<file path="src/rtl/lsu_pkg.sv">
// Shared types and constants for the load/store unit: access sizes, FSM states,
// RAM size masks and the latched request control word.
package lsu_pkg;

  localparam int unsigned DATA_WIDTH = 32;
  localparam int unsigned MASK_WIDTH = 4;

  typedef enum logic [1:0] {
    SZ_BYTE = 2'b00,
    SZ_HALF = 2'b01,
    SZ_WORD = 2'b10,
    SZ_RSVD = 2'b11
  } size_e;

  typedef enum logic [1:0] {
    ST_IDLE   = 2'b00,
    ST_ACCESS = 2'b01,
    ST_RESP   = 2'b10
  } state_e;

  localparam logic [MASK_WIDTH-1:0] MASK_BYTE = 4'b0001;
  localparam logic [MASK_WIDTH-1:0] MASK_HALF = 4'b0011;
  localparam logic [MASK_WIDTH-1:0] MASK_WORD = 4'b1111;
  localparam logic [MASK_WIDTH-1:0] MASK_NONE = 4'b0000;

  // Control fields of an accepted request, held until its response.
  typedef struct packed {
    logic  write;
    size_e size;
    logic  sext;
    logic  err;
  } req_ctl_t;

  function automatic logic [MASK_WIDTH-1:0] size_mask(input size_e size);
    case (size)
      SZ_BYTE: size_mask = MASK_BYTE;
      SZ_HALF: size_mask = MASK_HALF;
      SZ_WORD: size_mask = MASK_WORD;
      default: size_mask = MASK_NONE;
    endcase
  endfunction

endpackage

</file>
<file path="src/rtl/lsu_load_extend.sv">
// Sign/zero extension of right-justified RAM read data to 32 bits.
module lsu_load_extend
  import lsu_pkg::*;
(
  input  size_e                  size,
  input  logic                   sext,
  input  logic [DATA_WIDTH-1:0]  raw,
  output logic [DATA_WIDTH-1:0]  ext_c
);

  always_comb begin
    ext_c = raw;
    case (size)
      SZ_BYTE: ext_c = {{24{sext & raw[7]}}, raw[7:0]};
      SZ_HALF: ext_c = {{16{sext & raw[15]}}, raw[15:0]};
      default: ext_c = raw;
    endcase
  end

endmodule

</file>
<file path="src/rtl/load_store_unit.sv">
// Memory-stage load/store initiator for a big-endian byte-addressed RAM.
// Define LSU_ALIGN_CHECK_EN to reject misaligned half/word accesses instead of aligning them.
module load_store_unit
  import lsu_pkg::*;
#(
  parameter int unsigned ADDR_WIDTH = 13
) (
  input  logic                   clk,
  input  logic                   rst,
  input  logic                   req_valid,
  output logic                   req_ready,
  input  logic                   req_write,
  input  logic [1:0]             req_size,
  input  logic                   req_signed,
  input  logic [31:0]            req_addr,
  input  logic [DATA_WIDTH-1:0]  req_wdata,
  output logic                   resp_valid,
  output logic                   resp_err,
  output logic [DATA_WIDTH-1:0]  resp_rdata,
  output logic                   mem_writeEn,
  output logic [MASK_WIDTH-1:0]  mem_mMask,
  output logic [ADDR_WIDTH-1:0]  mem_writeAddr,
  output logic [ADDR_WIDTH-1:0]  mem_readAddr,
  output logic [DATA_WIDTH-1:0]  mem_writeData,
  input  logic [DATA_WIDTH-1:0]  mem_readData
);

  state_e                 state_q, state_d;
  req_ctl_t               ctl_q, ctl_d;
  logic                   req_ready_q, req_ready_d;
  logic                   resp_valid_q, resp_valid_d;
  logic                   resp_err_q, resp_err_d;
  logic [DATA_WIDTH-1:0]  rdata_q, rdata_d;
  logic                   mem_we_q, mem_we_d;
  logic [MASK_WIDTH-1:0]  mem_mask_q, mem_mask_d;
  logic [ADDR_WIDTH-1:0]  mem_addr_q, mem_addr_d;
  logic [DATA_WIDTH-1:0]  mem_wdata_q, mem_wdata_d;

  size_e                  req_size_e;
  logic [ADDR_WIDTH-1:0]  eff_addr;
  logic                   misaligned;
  logic                   req_err;
  logic [DATA_WIDTH-1:0]  load_ext;

  assign req_size_e = size_e'(req_size);

  // Request legality and the RAM address actually used.
  always_comb begin
    eff_addr   = req_addr[ADDR_WIDTH-1:0];
    misaligned = 1'b0;
`ifdef LSU_ALIGN_CHECK_EN
    misaligned = ((req_size_e == SZ_HALF) && req_addr[0]) ||
                 ((req_size_e == SZ_WORD) && (req_addr[1:0] != 2'b00));
`else
    if (req_size_e == SZ_HALF) eff_addr[0] = 1'b0;
    if (req_size_e == SZ_WORD) eff_addr[1:0] = 2'b00;
`endif
    req_err = (req_size_e == SZ_RSVD) ||
              ((req_addr >> ADDR_WIDTH) != 32'd0) ||
              misaligned;
  end

  lsu_load_extend u_load_extend (
    .size  (ctl_q.size),
    .sext  (ctl_q.sext),
    .raw   (mem_readData),
    .ext_c (load_ext)
  );

  // Next state and next registered outputs.
  always_comb begin
    state_d      = state_q;
    ctl_d        = ctl_q;
    mem_we_d     = 1'b0;
    mem_mask_d   = MASK_NONE;
    mem_addr_d   = mem_addr_q;
    mem_wdata_d  = mem_wdata_q;
    rdata_d      = rdata_q;
    resp_valid_d = 1'b0;
    resp_err_d   = 1'b0;

    case (state_q)
      ST_IDLE: begin
        if (req_valid) begin
          ctl_d.write = req_write;
          ctl_d.size  = req_size_e;
          ctl_d.sext  = req_signed;
          ctl_d.err   = req_err;
          // A rejected request still spends one cycle here, just without the RAM.
          state_d     = ST_ACCESS;
          if (!req_err) begin
            mem_we_d    = req_write;
            mem_mask_d  = size_mask(req_size_e);
            mem_addr_d  = eff_addr;
            mem_wdata_d = req_wdata;
          end
        end
      end
      ST_ACCESS: begin
        state_d = ST_RESP;
        rdata_d = (ctl_q.err || ctl_q.write) ? '0 : load_ext;
      end
      ST_RESP: begin
        state_d      = ST_IDLE;
        resp_valid_d = 1'b1;
        resp_err_d   = ctl_q.err;
      end
      default: state_d = ST_IDLE;
    endcase

    req_ready_d = (state_d == ST_IDLE);
  end

  always_ff @(posedge clk or posedge rst) begin
    if (rst) begin
      state_q      <= ST_IDLE;
      ctl_q        <= '0;
      req_ready_q  <= 1'b1;
      resp_valid_q <= 1'b0;
      resp_err_q   <= 1'b0;
      rdata_q      <= '0;
      mem_we_q     <= 1'b0;
      mem_mask_q   <= MASK_NONE;
      mem_addr_q   <= '0;
      mem_wdata_q  <= '0;
    end else begin
      state_q      <= state_d;
      ctl_q        <= ctl_d;
      req_ready_q  <= req_ready_d;
      resp_valid_q <= resp_valid_d;
      resp_err_q   <= resp_err_d;
      rdata_q      <= rdata_d;
      mem_we_q     <= mem_we_d;
      mem_mask_q   <= mem_mask_d;
      mem_addr_q   <= mem_addr_d;
      mem_wdata_q  <= mem_wdata_d;
    end
  end

  assign req_ready     = req_ready_q;
  assign resp_valid    = resp_valid_q;
  assign resp_err      = resp_err_q;
  assign resp_rdata    = rdata_q;
  assign mem_writeEn   = mem_we_q;
  assign mem_mMask     = mem_mask_q;
  assign mem_writeAddr = mem_addr_q;
  assign mem_readAddr  = mem_addr_q;
  assign mem_writeData = mem_wdata_q;

endmodule

</file>
<file path="config.mk">
export PLATFORM = sky130hd
export DESIGN_NAME = load_store_unit
export DESIGN_NICKNAME = d
export VERILOG_FILES = /design/src/rtl/lsu_pkg.sv /design/src/rtl/lsu_load_extend.sv /design/src/rtl/load_store_unit.sv
export SDC_FILE = /design/constraint.sdc
export NUM_CORES = 1
export LEC_CHECK = 0
export ABC_CLOCK_PERIOD_IN_PS = 3220
export CORE_MARGIN = 2
export CORE_UTILIZATION = 41
export CTS_BUF_LIST = sky130_fd_sc_hd__clkbuf_4
export CTS_CLUSTER_DIAMETER = 150
export DETAILED_ROUTE_END_ITERATION = 10
export HOLD_SLACK_MARGIN = 0.1
export PLACE_DENSITY_LB_ADDON = 0.25
export SYNTH_ARGS = -nofsm -noshare
export SYNTH_HDL_FRONTEND = slang
export SYNTH_HIERARCHICAL = 1
export SYNTH_SLANG_ARGS = --single-unit
</file>
<file path="constraint.sdc">
create_clock -name clk -period 3.22 [get_ports clk]
set_input_delay 0.322 -clock clk [delete_from_list [all_inputs] [get_ports clk]]
set_output_delay 0.322 -clock clk [all_outputs]
set_load 0.1 [all_outputs]
</file>
==> results of run 1 <==
[where the power goes]
part           leakage (uW)  switching (uW)  internal (uW)
combinational       0.00137             180            187
clock             0.0000570             387            155
sequential          0.00125            49.0           1160
total               0.00268             616           1510
[path summary, 6_finish.rpt]
path	from	to	slack [ns]	depth (start not counted)
worst min-delay path	rst	resp_rdata[28]	0.17	2
min in group clk	req_valid	req_ready	0.46	2
worst max-delay path	mem_readAddr[7]	mem_writeAddr[7]	0.93	1
worst min register to register	mem_writeData[11]	mem_writeData[11]	0.50	1
worst max register to register	state_q[0]	mem_readAddr[5]	1.38	5
max in group asynchronous	rst	mem_writeData[5]	2.37	3
[per-layer routing]
| metal | up-vias | track usage [%] |
|---|---|---|
| met1 | 1446 | 23.1 |
| met3 | 13 | 3.15 |
| li1 | 1370 | - |
| met4 | 0 | 7.08 |
| met2 | 124 | 31.4 |
| met5 | - | 0 |
[state kept, by name, indices dropped and copies added, names as in the netlist]
name	flops
resp_valid	1
state_q	2
resp_err	1
ctl_q	5
mem_writeEn	1
resp_rdata	32
mem_writeData	32
mem_readAddr	13
req_ready	1
mem_mMask	3
[cells in the final DEF, fill, tap and decap left out, drive strengths merged]
cell           instances
buf                    6
dfrtp                 90
clkinv                 5
o41ai                  1
nand4bb                1
a22o                  32
nor4                   5
mux2i                  1
o21ai                 25
o21bai                 1
clkbuf                 9
inv                    5
mux2                  48
clkdlybuf4s50        199
nand2                 25
nor3                   2
and2                   3
nor2                   3
nand2b                 2
clkinvlp               2
ha                     4
nor2b                  1
nor3b                  2
nand4                  1
dfstp                  1
[final cells by class]
class	instances	share of cell area [%]
inverter	5	0.355
sequential	91	38.1
clock inverter	7	0.753
clock buffer	9	1.13
timing repair buffer	205	34.4
multi-input combinational	157	22.6
tap	129	2.70
[stage by stage]
stage          cell area, sq um  cells  worst slack [ns]
3_3_place_gp               5870    587             0.652
3_5_place_dp               5870    587             0.588
5_1_grt                    5990    603             0.844
2_1_floorplan              3950    294             0.536
6_report                   5990    603             0.927
4_1_cts                    5990    603             0.891
[kinds of logic after synthesis]
| logic type | Yosys count | share of synthesized area, % |
|---|---|---|
| simple gates | 45 | 6.52 |
| mux | 49 | 15.2 |
| compound gates | 59 | 11.1 |
| fa+ha+maj | 4 | 1.27 |
| flops | 91 | 57.7 |
| buf+inv | 46 | 8.30 |
==> qor.yml, run 1 <==
outcome:
  outcome: "finished clean"
logic_synthesis:
  syn_nets: 401
  netlist.area_leader.share_pct: 57.0
  async_reset_ff_share_pct: 100
  synth_cells: 294
  synthTopCellsByCount: "90 x dfrtp_1, 32 x a22o_1, 32 x mux2_2"
  yosysUniqueCellTypes: 33
  synthTopCellsByArea: "dfrtp_1 57%, mux2_2 9.1%, a22o_1 7.1%"
  ys_seq_elements: 91
  synth_area_sq_mm: 0.00395
  syn_area_per_cell_sq_um: 13.4
  ys_warn_count: 6
  yosysMostFrequentCell: "dfrtp_1"
  synth_edf_count: 0
  synthFlopType: "dfrtp_1"
  synth-seq-area-share_pct: 57.7
  synth_top_cell_by_area: "dfrtp_1"
route:
  met1Wirelength_um: 3970
  drc: 0
  met3_length_um: 590
  wl_met2_um: 4970
  num_vias: 2953
  antenna_left: 0
  totalWireLength_um: 9700
  drtIter0Drc: 87
  wl_per_cell_um: 16.1
  firstDrtPassIters: 4
  post_drt_via_cell_ratio: 4.90
  highest-signal-layer: "met4"
power_and_ir_drop:
  p_total_uw: 2120
  p_per_area_mw_per_mm2: 355
  ir_drop_uv: 178
  leakagePower_uw: 0.00268
global_route:
  grt_usage_pct: 18.3
  grt_start_max_net_pins: 76
  antenna_found_initial: 0
  grt_pass1_vias: 2924
  grt_pass1_wl_um: 14800
  grt.overflow.total: 0
critical_path:
  path_cells: "clkdlybuf4s50_1"
  cp-start-kind: "flip-flop"
  criticalPathCategory: "flip-flop to output port"
  path_delay_family: "buffers and inverters"
  slowest_stage: "clkdlybuf4s50_1"
  cp-end-kind: "output port"
  critPathArrivalTime_ns: 1.97
  critPathMaxStageDelay_ns: 1.16
  cp.required_ns: 2.90
  critPathBufInv: 1
  cp_max_fo: 3
sta:
  whs_ns: 0.173
  slew_viol_final: 0
  final_hold_viol_count: 0
  rsz0062_at_grt: "no"
  fin_crit_ns: 2.29
  final.period_utilization_pct: 71.2
  setup_viol: 0
  fmaxAchievable_mhz: 436
  max_slew.worst_pin.slew_ns: 1.01
  finalSetupTns_ns: 0
  fin_skew_ns: 0.0211
  relSlewSlack_pct: 32.4
place:
  hpwl_um: 7040
  io_buffer_count: 200
  place_congestion: 0.772
clocking:
  cts-hold-fix-buffers: 0
  clock_latency_ns: 0.42
  cts.sinks: 91
  root_buffer: "clkbuf_4"
  cts_tree: "built"
  cts_buffers: 9
  cts.clk_slew.worst_paths_ns: 0.15
  htreeDepth: 3
  cts_setup_buffers: 0
  clockBufferDepth: 2
  post_cts_resized: 0
floorplan:
  pin_count: 201
  die_h_um: 102
  fp.dieArea_sq_mm: 0.0104
  core_area_sq_mm: 0.00928
  rows: 35
  die_x_um: 102
  start_util_pct: 42.6
final_layout:
  post-route-util_pct: 64.5
  final_nets: 576
  area_delta_synth_final_pct: 51.5
  antennaDiodeCount: 0
  fillers: 766
  final_layout_size_suffix_gt1_share_pct: 15.6
  seqCellArea_sq_mm: 0.00228
  multiInputGateArea_sq_mm: 0.00135
worst_hold_path:
  hold_path.class: "input port to asynchronous set/reset pin"
job:
  max_cap_viol_count: 0
(Power assumes the default switching activity.)
==> inputs of run 2 (changes only) <==
- ABC_CLOCK_PERIOD_IN_PS: 3220 -> 2060
- CORE_UTILIZATION: 41 -> 37
- clock period: 3.22 -> 2.06 ns (I/O delays scaled with it)
==> run 2 against run 1 <==
Sequential cell count stayed put. Sequential power is 55% higher. Design area is 2.3% lower. Via count is 0.75% lower. Clock-buffer cell count is 1 higher. First-iteration DRC count is 59% higher. Worst setup slack worse by 0.75 ns. Utilization is 8.1 points lower. Power is 64% higher. Worst hold slack better by 0.091 ns.
==> qor.yml, run 2 (same netlist as run 1, synthesis figures left out) <==
power_and_ir_drop:
  p_int_uw: 2510  # +66%
  switching_share_pct: 27.8  # -1.2 points
  p_per_area_mw_per_mm2: 594  # +68%
  clkPwrFrac_pct: 28.8  # +3.3 points
  comb_power_share_pct: 17.1  # -0.2 points
  p_switching_uw: 965  # +57%
  leakagePower_uw: 0.00293  # +9.6%
  p_seq_share_pct: 54.1  # -3.1 points
  ir_drop_uv: 341  # +91%
route:
  firstDrtPassIters: 4  # unchanged
  drtIter0Drc: 138  # +59%
  antenna_left: 0  # unchanged
  num_vias: 2931  # -0.75%
  wl_per_cell_um: 15.2  # -5.2%
  totalWireLength_um: 9420  # -2.8%
  drc: 0  # unchanged
  post_drt_via_cell_ratio: 4.74  # -3.2%
clocking:
  htreeDepth: 3  # unchanged
  cts_tree: "built"
  cts.clk_slew.worst_paths_ns: 0.15  # about the same
  clock_latency_ns: 0.43  # about the same
  cts.sinks: 91  # unchanged
  cts_setup_buffers: 0  # unchanged
  cts_buffers: 9  # unchanged
  post_cts_resized: 0  # unchanged
  root_buffer: "clkbuf_4"
  clockBufferDepth: 2  # unchanged
  cts-hold-fix-buffers: 0  # unchanged
critical_path:
  worstSetupStartpoint: "req_size[0]"
  r2r-start: "state_q[0]"
  regToRegSetupSlack_ns: 0.27  # -1.11 ns
  critPathArrivalTime_ns: 2.19  # +0.22 ns
  crit_path_end: "mem_readAddr[10]"
  cp.required_ns: 2.37  # -0.53 ns
  cp-end-kind: "flip-flop"
  r2r_end: "mem_readAddr[10]"
  reg2reg_depth: 5  # unchanged
  cp-start-kind: "input port"
  criticalPathCategory: "input port to flip-flop"
  cp_max_fo: 31  # +28
sta:
  final_hold_viol_count: 0  # unchanged
  setup_viol: 0  # unchanged
  finalSetupTns_ns: 0  # unchanged
  final.period_utilization_pct: 91.5
  fin_skew_ns: 0.0203  # -0.000813 ns
  fin_crit_ns: 1.89
  slew_viol_final: 0  # unchanged
  timing.final.ws_setup_ns: 0.175  # -0.752 ns
  max_slew.worst_pin.slew_ns: 0.547  # -0.464 ns
  relSlewSlack_pct: 62.7  # +30 points
  rsz0062_at_grt: "no"
  fmaxAchievable_mhz: 530
global_route:
  grt_start_max_net_pins: 92  # +21%
  antenna_found_initial: 1  # +1
  grt_pass1_wl_um: 15000  # +1.4%
  grt_pass1_vias: 2941  # +0.58%
  grt.overflow.total: 0  # unchanged
  grt_usage_pct: 16.6  # -1.7 points
floorplan:
  fp.dieArea_sq_mm: 0.0115  # +10%
  rows: 37  # +5.7%
  die_h_um: 107  # +5.1%
  die_x_um: 107  # +5.1%
  pin_count: 201  # unchanged
  start_util_pct: 38.1  # -4.5 points
  core_area_sq_mm: 0.0104  # +12%
outcome:
  outcome: "finished clean"
worst_hold_path:
  hold_path.class: "input port to asynchronous set/reset pin"
final_layout:
  final_nets: 583  # +1.2%
  final_layout_size_suffix_gt1_share_pct: 37.2  # +22 points
  post-route-util_pct: 56.4  # -8.1 points
  layout_common_cells: "107 x buf_4, 102 x clkdlybuf4s50_1, 90 x dfrtp_1"
  final_common_cell: "buf_4"
  area_delta_synth_final_pct: 48.0
place:
  place_ws_ns: -0.262  # -0.849 ns
  io_buffer_count: 200  # unchanged
  hpwl_um: 6810  # -3.3%
  place_congestion: 0.736  # -4.7%
job:
  max_cap_viol_count: 0  # unchanged
## run 2: through the flow
stage | std cells | power (uW) | hold slack, ns | area [sq um]
finish | 618 | 3470 | 0.264 | 5850
global placement | 601 | 2510 | 0.472 | 5710
CTS | 617 | 3520 | 0.263 | 5850
floorplan | 294 | 2260 | 0.258 | 3960
global route | 618 | 3650 | 0.263 | 5850
detailed placement | 601 | 2520 | 0.481 | 5710
## run 2: worst min-delay path by stage
stage	start	endpoint	slack [ns]
after detailed placement	mem_writeData[9]	mem_writeData[9]	0.48
after global routing	rst	mem_writeData[21]	0.26
after floorplan	req_valid	req_ready	0.26
final	rst	mem_readAddr[7]	0.26
after global placement	mem_writeData[14]	mem_writeData[14]	0.47
after CTS	rst	mem_readAddr[7]	0.26
## run 2: layout make-up
class / instances / area [sq um]
multi-input cells: 157 / 1350
diodes: 1 / 2.50
flip-flops and latches: 91 / 2280
clock buffers: 10 / 75.1
inverters: 5 / 22.5
repair buffers: 212 / 1880
well taps: 136 / 170
clock inverters: 6 / 65.1
fillers: 876 / 4520
## run 2: critical path, cell delays in order
cell	delay [ns]
clkdlybuf4s50_1	0.43
ha_1	0.20
nor4_1	0.27
buf_4	0.17
nand4_4	0.11
nor2_4	0.20
buf_12	0.23
mux2_2	0.36
## run 2: power by group through the flow
stage	combinational [uW]	sequential [uW]	clock, uW
after global routing	654	1890	1110
after global placement	597	1910	0
after floorplan	323	1940	0
after CTS	603	1880	1040
final	595	1880	1000
after detailed placement	601	1910	0
## run 2: per-layer routing
| metal | vias to the layer above | part of all wire (%) | global-route usage (%) |
|---|---|---|---|
| met5 | - | 0 | 0 |
| met4 | 0 | 1.1 | 6.04 |
| met3 | 8 | 6.4 | 3.15 |
| met2 | 103 | 51 | 28.4 |
| met1 | 1437 | 41 | 20.9 |
| li1 | 1383 | - | - |
==> edit (flow settings as in run 2) <==
Make the reset (`rst`) synchronous in one clocked block.
--- a/src/rtl/load_store_unit.sv
+++ b/src/rtl/load_store_unit.sv
@@ -111,7 +111,7 @@
     req_ready_d = (state_d == ST_IDLE);
   end
 
-  always_ff @(posedge clk or posedge rst) begin
+  always_ff @(posedge clk) begin
     if (rst) begin
       state_q      <= ST_IDLE;
       ctl_q        <= '0;
Formal check against the unedited RTL: differs if rst is asserted again (counterexample within 4 cycles, from zero or initial values and one cycle with rst high); with rst held inactive, the same outputs for 10 cycles.
==> edit against run 2 <==
- final cell count grew 21%
- total power shrank 0.80%
- sequential share of layout area decreased by 7.1 points
- final area shrank 2.3%
- sequential power is 4% lower
- wire length grew 20%
- sequential cell count unchanged
- first-iteration DRC count grew 53%
- non-clock buffer count is 6 higher
- area after synthesis down 3.8%
- via count up 28%
- largest power group unchanged
- worst setup slack improved by 200 ps
- critical path type is now reg -> reg
==> edit: results (changes against run 2) <==
[status]
run_status=complete, no violations

[drt]
vias=3755  ; +28%
drt-pass1-iter-count=6  ; +2
drt_iter0_markers=211  ; +53%

[power]
vdd_drop_max_v=0.000324  ; -4.9%
p_leak_nw=2.26  ; -23%
p_total_mw=3.45  ; -0.80%
clk-power_mw=1.09  ; +9%
p_int_mw=2.56  ; +2.1%

[timing]
whs_ps=240  ; -24.1 ps
period_needed_ps=1690  ; -197 ps
worst_pin_slew_ps=556  ; +8.67 ps
finClkSkew_ps=19.8  ; -0.516 ps

[logic_synthesis]
ys_seq_area_frac=0.479  ; -0.0975
synthMuxAreaShare=0.0165  ; -0.136
synthArstFlopShare=0  ; -1.00
synth_compound_area_frac=0.219  ; +0.109
synth_nets=551  ; +37%
avgSynthCellArea_um2=8.56  ; -36%

[global_routing]
antenna_found_initial=0  ; -1
grt_start_max_net_pins=46  ; -50%
grt_pass1_vias=3437  ; +17%
grt_usage=0.199  ; +0.0332

[worst_setup_path]
cpPeakStageDelay_ps=600  ; +170 ps
r2r_slack_ps=370  ; +100 ps
critical-path-slowest-cell=mux2i_4
worstSetupPathType=reg -> reg
r2r_start=ctl_q[2]
critPathCapture=resp_rdata[17]
ff2ff_path_depth=4  ; -1

[placed_design]
place_ws_ps=-10.3  ; +251 ps
dp.cells=734  ; +22%
dp_hpwl_um=8160  ; +20%

[finish]
drive_gt1_frac=0.230  ; -0.142
antenna_cells=0  ; -1
final_nets=716  ; +23%
stdcell_count=749  ; +21%

[min_path]
worstHoldPathType=in -> reg

## edit: critical path, delay by kind of cell (launching register included)
family	cells	cell delay [ps]
simple gates	1	60
flops	1	590
compound gates	2	330
mux	1	600
## edit: layer usage
layer / track usage / vias to the layer above / routed length [um]
met5: 0 / - / 0
met4: 0.0419 / 0 / 118
met3: 0.0631 / 10 / 938
met2: 0.324 / 160 / 5360
met1: 0.259 / 1721 / 4870
li1: - / 1864 / -
## edit: cell families (layout without fill, tap and decap cells)
| family | count (synthesis) | after routing |
|---|---|---|
| AOI/OAI and AO/OA | 147 | 147 |
| adders and majority gates | 4 | 4 |
| buffers and inverters | 66 | 235 |
| DFF | 91 | 91 |
| muxes | 5 | 5 |
| and+or+nand+nor | 131 | 131 |
## edit: final cells by class
class | count | area [um^2]
multi-input combinational | 287 | 1590
timing repair buffer | 218 | 1960
clock inverter | 4 | 76.3
inverter | 2 | 7.51
fill | 939 | 4430
clock buffer | 11 | 82.6
sequential | 91 | 1820
tap | 136 | 170
